==> src/rtl/noc_pkg.sv <==
// Shared definitions for the NoC injection-port receiver: flit layout,
// flit type codes and receiver FSM states.
package noc_pkg;

  localparam int FLIT_W = 20;
  localparam int DEST_W = 4;

  // Flit field positions: [19:18] type, [17:14] dest, [13:0] payload
  localparam int TYPE_HI = 19;
  localparam int TYPE_LO = 18;
  localparam int DEST_HI = 17;
  localparam int DEST_LO = 14;

  typedef enum logic [1:0] {
    FT_SINGLE = 2'b00,
    FT_HEAD   = 2'b01,
    FT_BODY   = 2'b10,
    FT_TAIL   = 2'b11
  } flit_type_e;

  typedef enum logic [1:0] {
    ST_IDLE = 2'd0,
    ST_REQ  = 2'd1,
    ST_FWD  = 2'd2
  } rx_state_e;

  // A flit that opens a packet (needs a route)
  function automatic logic ft_is_head(input flit_type_e t);
    return (t == FT_SINGLE) || (t == FT_HEAD);
  endfunction

  // A flit that closes a packet (releases the route)
  function automatic logic ft_is_tail(input flit_type_e t);
    return (t == FT_SINGLE) || (t == FT_TAIL);
  endfunction

endpackage

==> src/rtl/noc_rx_fifo.sv <==
// Synchronous flit FIFO with show-ahead front output. Push and pop in the
// same cycle are allowed even when full (the popped slot is the one written).
module noc_rx_fifo #(
  parameter int DEPTH = 8,
  parameter int W     = 20
) (
  input  logic                     i_clk,
  input  logic                     i_rst_n,
  input  logic                     i_push,
  input  logic                     i_pop,
  input  logic [W-1:0]             i_din,
  output logic [W-1:0]             o_front,
  output logic                     o_full,
  output logic                     o_empty,
  output logic [$clog2(DEPTH):0]   o_count
);

  localparam int AW = $clog2(DEPTH);
  localparam int CW = AW + 1;

  logic [W-1:0]  r_mem [DEPTH];
  logic [AW-1:0] r_wr_ptr;
  logic [AW-1:0] r_rd_ptr;
  logic [CW-1:0] r_count;

  // Storage array; contents are don't-care until written, so no reset
  always_ff @(posedge i_clk) begin
    if (i_push) r_mem[r_wr_ptr] <= i_din;
  end

  // Pointers wrap naturally (DEPTH is a power of two); count tracks fill level
  always_ff @(posedge i_clk or negedge i_rst_n) begin
    if (!i_rst_n) begin
      r_wr_ptr <= '0;
      r_rd_ptr <= '0;
      r_count  <= '0;
    end else begin
      if (i_push) r_wr_ptr <= r_wr_ptr + AW'(1);
      if (i_pop)  r_rd_ptr <= r_rd_ptr + AW'(1);
      case ({i_push, i_pop})
        2'b10:   r_count <= r_count + CW'(1);
        2'b01:   r_count <= r_count - CW'(1);
        default: r_count <= r_count;
      endcase
    end
  end

  assign o_front = r_mem[r_rd_ptr];
  assign o_full  = (r_count == CW'(DEPTH));
  assign o_empty = (r_count == '0);
  assign o_count = r_count;

endmodule

==> src/rtl/noc_input_port_rx.sv <==
// Router-side receiver of the PE injection link: buffers flits, returns one
// credit per freed slot, requests a route for each packet head and forwards
// the packet to the crossbar under valid/ready.
//
//   state   | meaning
//   --------+------------------------------------------------------------
//   IDLE    | no packet open; discard stray body/tail flits at the front
//   REQ     | head at front, route_req asserted until the allocator grants
//   FWD     | route held, stream flits out until the tail is accepted
module noc_input_port_rx #(
  parameter int DEPTH  = 8,
  parameter int FLIT_W = noc_pkg::FLIT_W,
  parameter int DEST_W = noc_pkg::DEST_W
) (
  input  logic                     clk,
  input  logic                     rst,
  input  logic [FLIT_W-1:0]        flit_in,
  input  logic                     flit_in_valid,
  output logic                     credit_out,
  output logic                     route_req,
  output logic [DEST_W-1:0]        dest_out,
  input  logic                     route_grant,
  output logic [FLIT_W-1:0]        flit_out,
  output logic                     flit_out_valid,
  input  logic                     flit_out_ready,
  output logic [$clog2(DEPTH):0]   occupancy,
  output logic                     overflow_err,
  output logic                     framing_err
);

  import noc_pkg::*;

  rx_state_e          r_state;
  rx_state_e          w_state_nxt;
  logic               r_credit;
  logic               r_overflow;
  logic               r_framing;

  logic               w_push;
  logic               w_pop;
  logic               w_full;
  logic               w_empty;
  logic               w_framing_set;
  logic [FLIT_W-1:0]  w_front;
  flit_type_e         w_front_type;

  // A full FIFO still accepts a flit when a slot frees in the same cycle
  assign w_push       = flit_in_valid && (!w_full || w_pop);
  assign w_front_type = flit_type_e'(w_front[TYPE_HI:TYPE_LO]);

  noc_rx_fifo #(
    .DEPTH (DEPTH),
    .W     (FLIT_W)
  ) u_fifo (
    .i_clk   (clk),
    .i_rst_n (rst),
    .i_push  (w_push),
    .i_pop   (w_pop),
    .i_din   (flit_in),
    .o_front (w_front),
    .o_full  (w_full),
    .o_empty (w_empty),
    .o_count (occupancy)
  );

  // Next-state, pop decision and combinational link outputs
  always_comb begin
    w_state_nxt    = r_state;
    w_pop          = 1'b0;
    w_framing_set  = 1'b0;
    route_req      = 1'b0;
    dest_out       = '0;
    flit_out_valid = 1'b0;
    flit_out       = '0;
    case (r_state)
      ST_IDLE: begin
        if (!w_empty) begin
          if (ft_is_head(w_front_type)) begin
            w_state_nxt = ST_REQ;
          end else begin
            w_pop         = 1'b1;
            w_framing_set = 1'b1;
          end
        end
      end
      ST_REQ: begin
        route_req = 1'b1;
        dest_out  = w_front[DEST_LO +: DEST_W];
        if (route_grant) w_state_nxt = ST_FWD;
      end
      ST_FWD: begin
        if (!w_empty) begin
          flit_out_valid = 1'b1;
          flit_out       = w_front;
          if (flit_out_ready) begin
            w_pop = 1'b1;
            if (ft_is_tail(w_front_type)) w_state_nxt = ST_IDLE;
          end
        end
      end
      default: w_state_nxt = ST_IDLE;
    endcase
  end

  // State register, credit return and sticky error flags
  always_ff @(posedge clk or negedge rst) begin
    if (!rst) begin
      r_state    <= ST_IDLE;
      r_credit   <= 1'b0;
      r_overflow <= 1'b0;
      r_framing  <= 1'b0;
    end else begin
      r_state    <= w_state_nxt;
      r_credit   <= w_pop;
      r_overflow <= r_overflow | (flit_in_valid & w_full & ~w_pop);
      r_framing  <= r_framing | w_framing_set;
    end
  end

  assign credit_out   = r_credit;
  assign overflow_err = r_overflow;
  assign framing_err  = r_framing;

endmodule

==> config.mk <==
export PLATFORM = sky130hd
export DESIGN_NAME = noc_input_port_rx
export DESIGN_NICKNAME = d
export VERILOG_FILES = /design/src/rtl/noc_pkg.sv /design/src/rtl/noc_rx_fifo.sv /design/src/rtl/noc_input_port_rx.sv
export SDC_FILE = /design/constraint.sdc
export NUM_CORES = 1
export LEC_CHECK = 0
export BUFFER_PORTS_ARGS = -buffer_cell sky130_fd_sc_hd__buf_2
export CORE_MARGIN = 2
export CORE_UTILIZATION = 45
export CTS_CLUSTER_SIZE = 14
export DETAILED_ROUTE_END_ITERATION = 7
export SLEW_MARGIN = 20
export SYNTH_ARGS = -nofsm -noshare
export SYNTH_HDL_FRONTEND = slang
export SYNTH_HIERARCHICAL = 1
export SYNTH_SLANG_ARGS = --single-unit
export TNS_END_PERCENT = 10
==> constraint.sdc <==
create_clock -name clk -period 6.6 [get_ports clk]
set_clock_uncertainty 0.2 [all_clocks]
set_input_delay 0.33 -clock clk [delete_from_list [all_inputs] [get_ports clk]]
set_output_delay 0.33 -clock clk [all_outputs]
set_load 0.01 [all_outputs]
==> flow_summary.yaml <==
setup_path:
  path_max_fanout: 26
  criticalPathCategory: "flop to flop"
  critPathArrivalTime_ps: 4760
  crit_required_ps: 6520
  worstSetupEndpointType: "flop"
  critPathLaunchType: "flop"
placed_design:
  gp_congestion: 0.702
  port_buffers: 57
  dp_hpwl_microns: 8380
  pre_cts_ws_ps: 1780
clock_network:
  cts_tree: "built"
  clock-sinks: 175
  ctsResizeCount: 0
  clkLatencyLatePin_ps: 420
  cts_buffers: 17
  root_buffer: "clkbuf_16"
  postCtsSetupRepairBufs: 0
  cts.reportedPaths.clkPinSlew_ps: 60
  cts.path.max_buffers: 2
  cts_max_level: 4
global_routing:
  grt_pass1_wl_microns: 20900
  antenna_found_initial: 0
  grt.total_usage_pct: 17.4
  grt_max_degree: 27
  overflow: 0
  grt_pass1_vias: 3597
final_layout:
  utilization_pct: 53.9
  fin_nets: 459
  final_common_cell: "edfxtp_1"
  fill_cells: 1208
  area_growth_pct: 18.1
  final_cell_mix: "160 x edfxtp_1, 57 x buf_2, 39 x mux4_1"
  drive_gt1_share_pct: 30.0
  antenna_cells: 0
yosys:
  synth-edff-count: 160
  synth_nets: 374
  synthArstFlopShare_pct: 8.57
  seq_area_frac_synth_pct: 72.2
  synth.avg_cell_area_sq_um: 21.0
  synth_flop_cell: "edfxtp_1"
  ys_top_cells_by_area: "edfxtp_1 67%, mux4_1 14%, dfrtp_1 5.2%, mux2_2 3.6%, and3_1 1.7%"
  ys_warn_count: 6
  synth.distinct_cells: 34
  synth_top_cell_by_area: "edfxtp_1"
  mappedNetlistArea_sq_um: 7180
  yosys.area.top_type_share_pct: 67.0
  syn_inst: 342
  ys_seq_elements: 175
power:
  p_int_uw: 2520
  power_uw: 3620
  p_sw_share_pct: 30.4
  power_density_nw_per_um2: 427
  vdd_ir_drop_max_mv: 0.221
  pwr-share-clk_pct: 26.6
  combPwrFrac_pct: 29.2
  p_switching_uw: 1100
  p_leak_uw: 0.00311
  seqPwrFrac_pct: 44.2
sta:
  setup_viol: 0
  fmax_mhz: 207
  fin_crit_ps: 4840
  setup_tns_ps: 0
  slew_headroom_pct: 27.7
  worst_slack_ps: 1760
  report.final.slew_viol_count: 0
  whs_ps: 1.28
  tightestPinTransition_ps: 1080
  period_share_pct: 73.3
  finalHoldViolCount: 0
  rsz0062_at_grt: "no"
min_path:
  min_path_type: "primary input to flop"
drt:
  wire_per_inst_microns: 20.9
  num_vias: 3507
  routed_wl_microns: 13700
  drc: 0
  viasPerCell: 5.35
  first_pass_iters: 4
  postRouteAntennaNets: 0
  drt_iter0_markers: 166
floorplanning:
  ioPinCount: 58
  start_util_pct: 45.7
  fp-row-count: 46
  fp.coreArea_sq_um: 15700
  die_h_microns: 130
  die_w_microns: 130
  die_area_sq_um: 17000
run_status:
  status: "complete, no violations"
run:
  drv_cap: 0
==> sequential cells by signal, summed over array words and instances (netlist names) <==
name,count
credit_out,1
framing_err,1
overflow_err,1
r_state,2
u_fifo/o_count,4
u_fifo/r_mem,160
u_fifo/r_rd_ptr,3
u_fifo/r_wr_ptr,3
==> power groups by stage <==
| stage | clock network [uW] | registers, uW | logic [uW] |
|---|---|---|---|
| after global placement | 0 | 1620 | 1040 |
| after global routing | 1030 | 1630 | 1150 |
| after CTS | 979 | 1600 | 1070 |
| after detailed placement | 0 | 1630 | 1060 |
| final | 963 | 1600 | 1060 |
| after floorplan | 0 | 1500 | 848 |
==> layer usage <==
metal  routed length (microns)  up-vias  GRT usage [%]
li1                          -     1596              -
met1                      6130     1809           23.1
met2                      6780       90           28.3
met3                       582       12           3.98
met4                       212        0           6.45
met5                         0        -              0
==> worst max-delay path: stages (launching register included) <==
cell	delay [ps]
dfrtp_2	900
mux4_1	640
mux2_2	300
ha_1	220
or3_4	390
a21boi_4	270
o21a_1	310
nand2_1	240
nor3_2	700
buf_4	360
==> per-stage QoR <==
stage | instance area (sq um) | instances
floorplan | 7180 | 342
global route | 8470 | 656
global placement | 7710 | 606
detailed placement | 7720 | 606
finish | 8470 | 656
CTS | 8460 | 655
==> logic make-up (layout without fill, tap and decap cells) <==
| kind of cell | count (synthesis) | in the layout | synth area share, % |
|---|---|---|---|
| flops | 175 | 175 | 72.2 |
| mux | 63 | 63 | 18.2 |
| simple gates | 56 | 56 | 4.48 |
| buf+inv | 21 | 119 | 1.67 |
| compound gates | 11 | 11 | 1.13 |
| xor+xnor | 9 | 9 | 1.10 |
| fa+ha+maj | 7 | 7 | 1.22 |
==> worst paths after layout <==
check	start	to	slack, ps	cells past startpoint
max in group asynchronous	rst	u_fifo/r_rd_ptr[0]	5780	2
hold reg to reg	framing_err	framing_err	270	2
setup reg to reg	u_fifo/r_rd_ptr[0]	u_fifo/r_mem[2][1]	1760	9
setup / recovery	u_fifo/r_rd_ptr[0]	u_fifo/r_mem[2][1]	1760	9
hold / removal	flit_in[13]	u_fifo/r_mem[4][13]	1	1
min in group asynchronous	rst	r_state[1]	150	2
==> cell usage after synthesis, types with 2 or more instances <==
master,number
buf_6,5
buf_2,3
dfrtp_1,15
mux4_1,39
nor3_1,2
o21ai_1,2
xnor2_1,3
mux2_2,23
buf_1,2
and3_1,20
xor2_1,6
a21oi_1,3
clkbuf_1,6
edfxtp_1,160
and2_1,5
nor2b_1,4
inv_1,5
nand2_1,7
nand2b_1,5
nor2_1,7
ha_1,7
==> layout make-up <==
| class | count | area [sq um] | share of cell area, % |
|---|---|---|---|
| Sequential cell | 175 | 5180 | 61.2 |
| Multi-Input combinational cell | 146 | 1920 | 22.6 |
| Timing Repair Buffer | 82 | 518 | 6.11 |
| Clock buffer | 17 | 425 | 5.02 |
| Tap cell | 216 | 270 | 3.19 |
| Clock inverter | 15 | 144 | 1.70 |
| Inverter | 5 | 18.8 | 0.221 |
==> what timing repair did <==
action | 4_1_cts | 5_1_grt
endpoints found under the hold margin | 126 | 8
endpoints found under the setup margin | 0 | 0
hold buffers | 17 | 1
No activity file was read; power rests on OpenSTA's default activity.
